## src/rtl/serial_pattern_tx.sv

```systemverilog
// Serial LSB-first word transmitter with a running count of overlapping "101" matches.
// Define PATTERN_LOOP_EN to repeat the latched word continuously until stop or reset.
module serial_pattern_tx #(
   parameter int   WIDTH    = 20,
   parameter int   CNT_W    = 5,
   parameter logic IDLE_BIT = 1'b0
) (
   input  logic             clk,
   input  logic             rst,
   input  logic             load,
   input  logic             stop,
   input  logic [WIDTH-1:0] data,
   input  logic [CNT_W-1:0] len,
   output logic             x,
   output logic             x_valid,
   output logic             busy,
   output logic             done,
   output logic [CNT_W-1:0] match_cnt
);

   typedef enum logic {IDLE, SHIFT} state_t;

   state_t             state, state_next;
   logic [CNT_W-1:0]   bit_cnt, bit_cnt_next;
   logic [CNT_W-1:0]   len_q, len_q_next;
   logic [WIDTH-1:0]   shreg, shreg_next;
   logic [1:0]         hist, hist_next;
   logic               x_next, x_valid_next, busy_next, done_next;
   logic [CNT_W-1:0]   match_next;
   logic [CNT_W-1:0]   eff_len;
`ifdef PATTERN_LOOP_EN
   logic [WIDTH-1:0]   data_q, data_q_next;
`endif

   assign eff_len = (len == '0 || len > CNT_W'(WIDTH)) ? CNT_W'(WIDTH) : len;

   always_ff @(posedge clk or negedge rst) begin
      if (!rst) begin
         state     <= IDLE;
         bit_cnt   <= '0;
         len_q     <= '0;
         shreg     <= '0;
         hist      <= 2'b00;
         x         <= IDLE_BIT;
         x_valid   <= 1'b0;
         busy      <= 1'b0;
         done      <= 1'b0;
         match_cnt <= '0;
`ifdef PATTERN_LOOP_EN
         data_q    <= '0;
`endif
      end else begin
         state     <= state_next;
         bit_cnt   <= bit_cnt_next;
         len_q     <= len_q_next;
         shreg     <= shreg_next;
         hist      <= hist_next;
         x         <= x_next;
         x_valid   <= x_valid_next;
         busy      <= busy_next;
         done      <= done_next;
         match_cnt <= match_next;
`ifdef PATTERN_LOOP_EN
         data_q    <= data_q_next;
`endif
      end
   end

   always_comb begin
      state_next = state;
      case (state)
         IDLE:  if (load) state_next = SHIFT;
         SHIFT: begin
            if (stop) state_next = IDLE;
`ifndef PATTERN_LOOP_EN
            else if (bit_cnt == len_q) state_next = IDLE;
`endif
         end
      endcase
   end

   // Every path that places a new stream bit on x funnels through emit, so the
   // match history is updated in exactly one place.
   always_comb begin
      logic             emit;
      logic             new_bit;
      logic [1:0]       hist_base;
      logic [CNT_W-1:0] match_base;

      emit         = 1'b0;
      new_bit      = 1'b0;
      hist_base    = hist;
      match_base   = match_cnt;
      bit_cnt_next = bit_cnt;
      len_q_next   = len_q;
      shreg_next   = shreg;
      hist_next    = hist;
      match_next   = match_cnt;
      x_next       = IDLE_BIT;
      x_valid_next = 1'b0;
      busy_next    = 1'b0;
      done_next    = 1'b0;
`ifdef PATTERN_LOOP_EN
      data_q_next  = data_q;
`endif

      case (state)
         IDLE: begin
            if (load) begin
               shreg_next   = data;
               len_q_next   = eff_len;
               bit_cnt_next = CNT_W'(1);
               new_bit      = data[0];
               hist_base    = 2'b00;
               match_base   = '0;
               emit         = 1'b1;
`ifdef PATTERN_LOOP_EN
               data_q_next  = data;
`endif
            end
         end
         SHIFT: begin
            if (stop) begin
               bit_cnt_next = '0;
            end else if (bit_cnt == len_q) begin
               done_next    = 1'b1;
`ifdef PATTERN_LOOP_EN
               shreg_next   = data_q;
               bit_cnt_next = CNT_W'(1);
               new_bit      = data_q[0];
               emit         = 1'b1;
`else
               bit_cnt_next = '0;
`endif
            end else begin
               shreg_next   = shreg >> 1;
               new_bit      = shreg[1];
               bit_cnt_next = bit_cnt + CNT_W'(1);
               emit         = 1'b1;
            end
         end
      endcase

      // hist holds {previous bit, bit before it}; 2'b01 followed by a 1 completes "101".
      if (emit) begin
         x_next       = new_bit;
         x_valid_next = 1'b1;
         busy_next    = 1'b1;
         hist_next    = {new_bit, hist_base[1]};
         match_next   = match_base;
         if (hist_base == 2'b01 && new_bit && match_base != '1)
            match_next = match_base + CNT_W'(1);
      end
   end

endmodule

```

## config.mk

```make
export PLATFORM = sky130hd
export DESIGN_NAME = serial_pattern_tx
export DESIGN_NICKNAME = d
export VERILOG_FILES = /design/src/rtl/serial_pattern_tx.sv
export SDC_FILE = /design/constraint.sdc
export NUM_CORES = 1
export LEC_CHECK = 0
export CORE_MARGIN = 2
export CORE_UTILIZATION = 55
export DETAILED_ROUTE_END_ITERATION = 12
export PLACE_DENSITY = 0.87
export REMOVE_ABC_BUFFERS = 1
export SYNTH_ARGS = -nofsm -noshare
export SYNTH_HDL_FRONTEND = slang
export SYNTH_SLANG_ARGS = --single-unit
```

## constraint.sdc

```tcl
create_clock -name clk -period 3.8 [get_ports clk]
set_clock_uncertainty 0.2 [all_clocks]
set_input_delay 0.57 -clock clk [delete_from_list [all_inputs] [get_ports clk]]
set_output_delay 0.57 -clock clk [all_outputs]
set_load 0.005 [all_outputs]
```

==> results of run 1 <==
-- state kept, by name (all words and copies together), names as in the netlist --
register   cells
bit_cnt        5
busy           1
done           1
hist           2
len_q          5
match_cnt      5
shreg         19
x              1
-- through the flow --
step / hold WS, ns / instance area (um2) / utilization [%] / total power, mW / cells
6_report: 0.111 / 2360 / 70.1 / 1.28 / 267
5_1_grt: 0.169 / 2360 / 70.1 / 1.37 / 267
4_1_cts: 0.127 / 2360 / 70.1 / 1.29 / 267
3_5_place_dp: 0.278 / 2310 / 68.6 / 1.09 / 259
3_3_place_gp: 0.276 / 2310 / 68.6 / 1.05 / 259
2_1_floorplan: 0.0744 / 1850 / - / 0.922 / 172
-- metal layers --
metal / share of wire [%] / GRT usage, % / wire, um
met4: 2.4 / 10.1 / 97
met3: 3.6 / 5.54 / 148
met5: 0 / 0 / 0
met1: 43 / 29.9 / 1790
met2: 51 / 40.3 / 2090
-- final timing paths --
| path | endpoint | start | slack (ns) |
|---|---|---|---|
| hold / removal | shreg[17] | rst | 0.11 |
| hold reg to reg | len_q[4] | len_q[4] | 0.30 |
| min in group clk | len_q[4] | len_q[4] | 0.30 |
| setup reg to reg | match_cnt[4] | busy | 0.88 |
| setup / recovery | match_cnt[4] | load | 0.60 |
| max in group asynchronous | len_q[0] | rst | 2.75 |
-- cell usage in the layout (no fill, tap or decap), drive strengths merged, types with 5 or more instances in the layout --
cell and count:
a21oi 19, buf 5, clkbuf 7, clkdlybuf4s50 36, dfrtp 39, mux2i 18
nand2 20, nand3 5, nor2 8, nor3 19, o21ai 8, xor2 9
-- cells by family after synthesis --
group / count (synthesis) / synth area share [%]
fa+ha+maj: 3 / 1.95
mux: 20 / 10.5
buf+inv: 14 / 4.41
xor+xnor: 9 / 4.09
simple gates: 66 / 16.7
compound gates: 34 / 11.7
flops: 39 / 50.6
-- cell type report --
class	instances	area (um2)
inverters	1	3.75
clock buffers	7	45.0
multi-input cells	132	875
clock inverters	1	5.00
well taps	46	57.6
flip-flops and latches	39	976
fillers	272	1010
repair buffers	41	395
-- power by group through the flow --
stage	registers (mW)	logic, mW	clock network (mW)
floorplan	0.639	0.282	0
global placement	0.634	0.416	0
detailed placement	0.642	0.445	0
CTS	0.634	0.446	0.209
global route	0.653	0.492	0.228
finish	0.635	0.443	0.206
==> results.md, run 1 <==
- Worst slew pin tran: 0.847 ns
- CTS Root Cell: clkbuf_4
- Pin count of the biggest net entering global routing: 40
- Most frequent cell after synthesis: dfrtp_1
- # DRC: 0
- Max VDD drop: 328 uV
- # Max-Cap Violations: 0
- Post-CTS Setup Repair Bufs: 0
- Post-synth top area cell: dfrtp_1
- Crit Path Category: in -> reg
- Final period util: 84.3%
- Vias/cell: 5.63
- Setup violators final: 0
- Fin. Hold Viols: 0
- Top cells by area, synth: dfrtp_1 51%, mux2i_1 9.3%, nor3_1 4.7%
- Crit-path cells: clkdlybuf4s50_1 > nand2b_1 > and2_1 > ha_1 > nand2_1 > nor2_1 > ha_1 > nor4bb_1 > and2_1 > mux2_2
- TNS Setup: 0 ns
- # resized after CTS: 0
- Critical path's slowest cell: nor4bb_1
- WP buf/inv: 1
- GRT overflow: 0
- Drt first-iter violations: 93
- Layout area overhead: 22.2%
- Clk_lat worst skew: 0.36 ns
- CTS H-tree depth: 2
- PwrDens: 544 nW/um2
- Asr flop ratio synth: 100%
- Total Die Area: 4000 um2
- Sw frac: 35.4%
- Comb power frac: 34.5%
- Core footprint: 3360 um2
- I/O Buffers: 37
- DR WL/cell: 15.4 um
- Max Clk Rate: 312 MHz
- Post-synth top cells: 39 x dfrtp_1, 20 x nand2_1, 18 x mux2i_1, 18 x nor3_1, 10 x a21oi_1
- CTS buffer count: 5
- Final wirelength: 4120 um
- CP endpoint kind: flip-flop
- Sink Count: 39
- Yosys top cell area share: 50.6%
- Flop pwr share: 49.5%
- CP arrival: 3.24 ns
- Post-synth EDFFs: 0
- Post-Synthesis Cells: 185
- Static leakage: 1.02 nW
- Kind of cell adding the most delay to the critical path: simple AND/OR/NAND/NOR gates
- Max FO, Critical Path: 7
- IO Count: 38
- Final Critical Period: 3.20 ns
- Initial DRT Pass Iterations: 4
- Type of origin of the critical path: input pin
- CTS clk-pin slew, worst paths: 0.11 ns
- Row count: 21
- Clock share of power: 16.0%
- Area of the mapped netlist: 1930 um2
- Dpl ws: 0.303 ns
- R2r worst-path depth: 9
- RSZ-0062 raised after global routing: false
- Clock buffer depth: 2
- GR Util All Layers: 24.0%
- Worst path required time: 3.83 ns
- Sw Pwr: 0.454 mW
- Share of cells above drive strength 1: 11.8%
- Vias in the first global route: 1666
- Via count: 1504
- CTS Hold Bufs: 0
- # nets final: 252
- Cell Int Power: 0.829 mW
- HPWL Detailed: 2840 um
- Antenna Nets Post-Route: 0
- Final Max Slew Viols: 0
- Flops & latches, synth: 39
- Die height: 63.2 um
- Netlist cell types: 34
- Hold Path Class: in -> async
- Die span in x: 63.2 um
- Max stage delay on crit path: 0.56 ns
- Status: complete, no violations
- Final setup margin: 0.595 ns
- Post-synthesis sequential area ratio: 50.6%
- Predominant post-synthesis flop cell: dfrtp_1
- Antenna violations before repair: 0
- Syn avg cell area: 10.4 um2
- Antenna cells: 0
- Max-slew headroom: 43.5%
- Global placement routability congestion: 0.849
- Synth warn: 0
- Initial Util: 57.4%
- First-pass GRT wire length: 7500 um
- TritonCTS clock tree: done
- Critical Path Stages: 10
Power figures use the tool's default switching activity.
==> run 2: changes to the inputs <==
--- a/config.mk
+++ b/config.mk
@@ -6,9 +6,9 @@
 export NUM_CORES = 1
 export LEC_CHECK = 0
 export CORE_MARGIN = 2
-export CORE_UTILIZATION = 55
+export CORE_UTILIZATION = 46
 export DETAILED_ROUTE_END_ITERATION = 12
-export PLACE_DENSITY = 0.87
+export PLACE_DENSITY = 0.78
 export REMOVE_ABC_BUFFERS = 1
 export SYNTH_ARGS = -nofsm -noshare
 export SYNTH_HDL_FRONTEND = slang
==> constraint.sdc (replaced) <==
create_clock -name clk -period 2.8 [get_ports clk]
set_clock_uncertainty 0.2 [all_clocks]
set_input_delay 0.42 -clock clk [delete_from_list [all_inputs] [get_ports clk]]
set_output_delay 0.42 -clock clk [all_outputs]
set_load 0.005 [all_outputs]
==> run 2 against run 1 <==
Compared with the run above:
- sequential power is 36% higher
- first-iteration DRC count is 8.6% higher
- setup slack worse by 0.42 ns
- sequential share of layout area is 2.0 points lower
- die area is 18% higher
- via count is 3.0% lower
- final cell count is 3.4% higher
- critical path type unchanged
- largest cell class unchanged
- largest power group unchanged
==> results.md, run 2 (synthesized netlist as in run 1, its figures left out) <==
- Status: complete, no violations
- Setup violators final: 0 (unchanged)
- Finished Layout Cells: 276 (+3.4%)
- Core footprint: 4030 um2 (+20%)
- PwrDens: 782 nW/um2 (+44%)
- Met3 routed WL: 147 um (-0.68%)
- CTS buffer count: 5 (unchanged)
- R2R Path End: match_cnt[4]
- Total Die Area: 4730 um2 (+18%)
- Fin. Hold Viols: 0 (unchanged)
- TNS Setup: 0 ns (unchanged)
- CTS Root Cell: clkbuf_8
- R2r worst-path depth: 9 (unchanged)
- Max stage delay on crit path: 0.54 ns (-0.02 ns)
- Max Clk Rate: 381 MHz
- # nets final: 258 (+2.4%)
- CTS H-tree depth: 2 (unchanged)
- Sink Count: 39 (unchanged)
- Crit Path Category: in -> reg
- CTS Hold Bufs: 0 (unchanged)
- # DRC: 0 (unchanged)
- Critical path's slowest cell: clkdlybuf4s50_1
- Vias in the first global route: 1497 (-10%)
- Clock buffer depth: 2 (unchanged)
- Antenna violations before repair: 0 (unchanged)
- Vias/cell: 5.29 (-6.2%)
- R2R setup slack: 0.39 ns (-0.49 ns)
- Antenna Nets Post-Route: 0 (unchanged)
- Max FO, Critical Path: 4 (-3)
- Largest register FFs: 19 (unchanged)
- Kind of cell adding the most delay to the critical path: simple AND/OR/NAND/NOR gates
- CP arrival: 2.61 ns (-0.63 ns)
- Die span in x: 68.8 um (+8.8%)
- RSZ-0062 raised after global routing: false
- TritonCTS clock tree: done
- Via count: 1459 (-3.0%)
- Max VDD drop: 326 uV (-0.65%)
- Met2 wire len: 1760 um (-15%)
- Initial DRT Pass Iterations: 4 (unchanged)
- Worst path required time: 2.78 ns (-1.05 ns)
- Final wirelength: 3740 um (-9.4%)
- Clk_lat worst skew: 0.30 ns (-0.06 ns)
- Drt first-iter violations: 101 (+8.6%)
- Static leakage: 1.08 nW (+5.6%)
- Placed Area: 2360 um2 (+2.2%)
- Metal-1 WL: 1750 um (-2.3%)
- Die height: 68.8 um (+8.8%)
- Final instance area: 2480 um2 (+5.1%)
- Final period util: 93.8%
- Crit-path cells: clkdlybuf4s50_1 > nand2b_1 > and2_1 > ha_1 > nand2_1 > nor2_1 > ha_1 > nor4bb_4 > and2_4 > mux2_2
- Worst slew pin tran: 0.857 ns (+0.0103 ns)
- # Max-Cap Violations: 0 (unchanged)
- Layout area overhead: 28.4%
- CTS clk-pin slew, worst paths: 0.07 ns (-0.04 ns)
- Type of origin of the critical path: input pin
- Max-slew headroom: 42.8% (-0.69 points)
- Biggest register: shreg
- Share of cells above drive strength 1: 15.0% (+3.3 points)
- GRT overflow: 0 (unchanged)
- Row count: 23 (+9.5%)
- IO Count: 38 (unchanged)
- Beginning of the worst register-to-register path: busy
- Final Max Slew Viols: 0 (unchanged)
- Filler cells: 369 (+36%)
- Antenna cells: 0 (unchanged)
- PnR Total Power: 1.94 mW (+51%)
- Final Critical Period: 2.63 ns
- DR WL/cell: 13.5 um (-12%)
- Pin count of the biggest net entering global routing: 40 (unchanged)
- CP endpoint kind: flip-flop
- Most common cell after layout, fill and taps aside: dfrtp_1
- Hold Path Class: in -> async
- First-pass GRT wire length: 6670 um (-11%)
- Top sig layer: met4
- Cell mode on critical path: ha_1
- I/O Buffers: 37 (unchanged)
- Placed cells: 269 (+3.9%)
- WP buf/inv: 1 (unchanged)
- Commonest cells after routing, fill and taps aside: 39 x dfrtp_1, 36 x clkdlybuf4s50_1, 20 x nand2_1, 18 x mux2i_1, 18 x nor3_1
- HPWL Detailed: 2600 um (-8.4%)
- GR Util All Layers: 19.5% (-4.4 points)
- Global placement routability congestion: 0.739 (-13%)
- Initial Util: 47.9% (-9.5 points)
==> run 2: routing by layer <==
metal / track usage (%) / vias to the layer above
met5: 0 / -
met2: 31.9 / 26
li1: - / 729
met1: 23.8 / 696
met3: 4.87 / 8
met4: 10.3 / 0
==> run 2: final cells by class <==
type / count / area [um2] / area share (%)
inverters: 1 / 3.75 / 0.152
well taps: 50 / 62.6 / 2.53
clock buffers: 6 / 72.6 / 2.93
multi-input cells: 132 / 892 / 36.0
repair buffers: 47 / 440 / 17.8
clock inverters: 1 / 30.0 / 1.21
flip-flops and latches: 39 / 976 / 39.4
==> run 2: how the worst max path moves through the flow <==
stage | cells after the start | start | endpoint | slack [ns]
finish | 10 | load | match_cnt[4] | 0.17
global route | 10 | load | match_cnt[4] | 0.04
CTS | 10 | load | match_cnt[1] | 0.14
detailed placement | 10 | load | match_cnt[1] | -0.17
global placement | 10 | load | match_cnt[1] | -0.17
floorplan | 4 | busy | shreg[1] | -0.51
==> run 2: where the power goes <==
group | internal [mW] | switching [mW] | leakage (nW)
Sequential | 0.744 | 0.117 | 0.471
Clock | 0.261 | 0.196 | 0.0513
Combinational | 0.313 | 0.306 | 0.559
==> run 2: per-stage QoR <==
step | hold WS [ns] | setup slack (ns) | util (%)
finish | 0.0235 | 0.172 | 61.5
CTS | 0.0507 | 0.135 | 61.1
global placement | 0.273 | -0.170 | 58.5
floorplan | -0.0756 | -0.506 | -
global route | 0.0950 | 0.0397 | 61.5
detailed placement | 0.276 | -0.174 | 58.5
==> run 2: timing repair <==
action                                  CTS  global route
endpoints found under the setup margin    0             3
gates resized for setup                   0             3
setup buffers                             0             0
==> run 3: changes to the inputs <==
--- a/config.mk
+++ b/config.mk
@@ -10,6 +10,7 @@
 export DETAILED_ROUTE_END_ITERATION = 12
 export PLACE_DENSITY = 0.78
 export REMOVE_ABC_BUFFERS = 1
+export SKIP_CTS_REPAIR_TIMING = 1
 export SYNTH_ARGS = -nofsm -noshare
 export SYNTH_HDL_FRONTEND = slang
 export SYNTH_SLANG_ARGS = --single-unit
==> results of run 3 <==
The final DEF is identical to that of run 2; final timing and power are the same.
==> RTL edit 1, RTL diff (settings of run 3) <==
Set the parameter `WIDTH` to 30 (it was 20).
--- a/src/rtl/serial_pattern_tx.sv
+++ b/src/rtl/serial_pattern_tx.sv
@@ -1,7 +1,7 @@
 // Serial LSB-first word transmitter with a running count of overlapping "101" matches.
 // Define PATTERN_LOOP_EN to repeat the latched word continuously until stop or reset.
 module serial_pattern_tx #(
-   parameter int   WIDTH    = 20,
+   parameter int   WIDTH    = 30,
    parameter int   CNT_W    = 5,
    parameter logic IDLE_BIT = 1'b0
 ) (
Ports: changed (resized data); port bits go from 38 to 48. No check against the original RTL was run, so the function may have changed too.
==> RTL edit 1 against run 3 <==
Worst setup slack got worse by 0.020 ns. Design area rose by 24%. Sequential cell count rose by 10. Via count rose by 27%. Total power rose by 26%. Wire length rose by 38%. Count of clock-buffer cells in the layout fell by 1. Hold slack improved by 0.27 ns. Area after synthesis rose by 24%.
==> RTL edit 1: results (changes against run 3) <==
first-pass GRT wire length=8710 um (+31%); dpl ws=-0.137 ns (+0.0375 ns); Peak VDD IR=0.440 mV (+35%); Nets=318 (+23%); status=complete, no violations; Area after DPL=2960 um2 (+25%); Post-synth top cells=dfrtp_1, mux2i_1, nor3_1; Fillers=453 (+23%); Detailed Route Iter0 Violations=82 (-19%); P_sw=821 uW (+33%); synth top area cells=dfrtp_1, mux2i_1, nor3_1, a21oi_1, a21oi_2; min-delay worst type=reg -> reg; Final period util=94.6% (+0.71 points); vias in the first global route=1780 (+19%); Worst R2R Setup Slack=0.29 ns (-0.10 ns); final WL=5140 um (+38%); Signal buf overhead=18.1% (+0.34 points); via count=1855 (+27%); layout cells sized above 1=14.1% (-0.96 points); Finished Cell Area=3080 um2 (+24%); gr usage total=18.6% (-0.93 points); multi-input logic area=1090 um2 (+22%); multi-input gates=160 (+21%); Storage cell area=1230 um2 (+26%); Final Wtd Congestion=0.843 (+14%); crit-path max cell delay=0.51 ns (-0.03 ns); Non-clock buffers=59 (+26%); static leakage=0.00131 uW (+21%); Post-Layout Cell Count=347 (+26%); worst-path maximum fanout=5 (+1); Placed Cells=338 (+26%); Worst-path clk slew=0.09 ns (+0.02 ns); register area share after synthesis=51.3% (+0.73 points)
## RTL edit 1: cell count changes in the layout (fill, tap and decap cells not counted), moves of 9 or more
cell	change
mux2i_1	+11
dfrtp_1	+9
a21oi_1	+10
clkdlybuf4s50_1	+10
nor3_1	+10
## RTL edit 1: cell families after synthesis
logic type,after synthesis,synth area share (%)
AO/OA/AOI/OAI,45,12.4
XOR/XNOR,9,3.30
adder cells (fa/ha/maj),3,1.57
buffers and inverters,17,3.25
flip-flops,49,51.3
multiplexers,31,13.1
AND/OR/NAND/NOR,72,15.1
## RTL edit 1: per-layer routing
metal | GRT usage, % | part of all wire (%) | up-vias
li1 | - | - | 900
met1 | 25.2 | 46 | 894
met2 | 29.6 | 47 | 54
met3 | 4.74 | 5.5 | 7
met4 | 6.00 | 1.1 | 0
met5 | 0 | 0 | -
## RTL edit 1: power by group through the flow
stage	logic (uW)	registers [uW]	clock network (uW)
finish	805	1130	507
detailed placement	805	1150	0
floorplan	535	1140	0
CTS	809	1130	525
global route	888	1170	549
global placement	784	1130	0
==> RTL edit 2, RTL diff (config.mk and constraints of run 3) <==
Without the edit above. Take the reset off `shreg` and load it in a clocked block of its own.
--- a/src/rtl/serial_pattern_tx.sv
+++ b/src/rtl/serial_pattern_tx.sv
@@ -39,7 +39,6 @@
          state     <= IDLE;
          bit_cnt   <= '0;
          len_q     <= '0;
-         shreg     <= '0;
          hist      <= 2'b00;
          x         <= IDLE_BIT;
          x_valid   <= 1'b0;
@@ -53,7 +52,6 @@
          state     <= state_next;
          bit_cnt   <= bit_cnt_next;
          len_q     <= len_q_next;
-         shreg     <= shreg_next;
          hist      <= hist_next;
          x         <= x_next;
          x_valid   <= x_valid_next;
@@ -64,6 +62,10 @@
          data_q    <= data_q_next;
 `endif
       end
+   end
+
+   always_ff @(posedge clk) begin
+      shreg <= shreg_next;
    end
 
    always_comb begin
Formal check against the unedited RTL: same outputs for any inputs over 10 cycles, from zero or initial values and one cycle with rst low; that may be too few to reach the edited logic, so the function may still have changed.
==> RTL edit 2 against run 3 <==
Worst setup slack improved by 0.082 ns. Clock power decreased by 10%. Area after synthesis decreased by 6.5%. Wire length decreased by 7.4%. Critical endpoint is now match_cnt[1]. Core utilization increased by 2.1 points. Maximum frequency increased by 3.2%. Sequential cell count unchanged. Via count decreased by 17%. Sequential share of layout area increased by 5.9 points. Hold slack improved by 0.29 ns. Design area decreased by 4.6%. Count of clock-buffer cells in the layout increased by 2. Total power decreased by 23%.
==> RTL edit 2: results (changes against run 3) <==
M2 GR Usage=30.1% (-1.7 points); post-synthesis compound-gate area fraction=7.49% (-4.2 points); first-pass GRT wire length=5730 um (-14%); Int Pwr=1120 uW (-15%); DR WL met3=209 um (+42%); sequential power share=51.4% (+7.0 points); Nets=213 (-17%); static leakage=0.000972 uW (-10%); synth top area cells=edfxtp_1, dfrtp_1, mux2_2, xor2_1, a22o_1; fraction of the mapped netlist area in adder cells=2.08% (+0.13 points); Detailed Route Iter0 Violations=85 (-16%); mux cell area share after synthesis=13.5% (+2.9 points); layout cells sized above 1=22.5% (+7.5 points); vias per cell=5.28 (about the same); Post-Layout Cell Count=230 (-17%); asr flop ratio synth=51.3% (-49 points); Cells after Synth=134 (-28%); min-delay worst type=reg -> reg; Metal-1 WL=1480 um (-15%); pin count of the biggest net entering global routing=26 (-35%); Final Wtd Congestion=0.930 (+26%); status=complete, no violations; register area share after synthesis=59.4% (+8.8 points); Placed Cells=222 (-17%); met1 usage=20.4% (-3.4 points); hpwl dp=2530 um (-2.7%); vias in the first global route=1295 (-13%); gr usage total=17.7% (-1.8 points); Post-synth top cells=dfrtp_1, edfxtp_1, mux2_2; Storage cell area=1070 um2 (+9.7%); wire length on met2=1730 um (-1.8%); met3 Use GR=6.59% (+1.7 points)
-- RTL edit 2: layout make-up --
cell class              count  share of cell area (%)
flip-flops and latches     39                    45.3
multi-input cells          87                    29.2
repair buffers             45                    18.2
clock buffers               8                    4.24
well taps                  48                    2.54
inverters                   3                   0.476
-- RTL edit 2: path summary, 6_finish.rpt --
check                          endpoint  slack (ns)  depth (start not counted)    start
setup / recovery           match_cnt[1]        0.25                         10     load
hold / removal                  hist[1]        0.31                          1  hist[1]
setup reg to reg           match_cnt[1]        0.43                          9     busy
hold reg to reg                 hist[1]        0.31                          1  hist[1]
max in group asynchronous  match_cnt[1]        1.44                          1      rst
min in group asynchronous          done        0.42                          1      rst
-- RTL edit 2: critical path, stage by stage --
cell	delay (ns)
clkdlybuf4s50_1	0.49
nand2b_1	0.11
and2_1	0.21
ha_1	0.20
nand2_1	0.06
nor2_1	0.05
ha_1	0.19
and4bb_2	0.30
and2_4	0.18
mux2_4	0.31
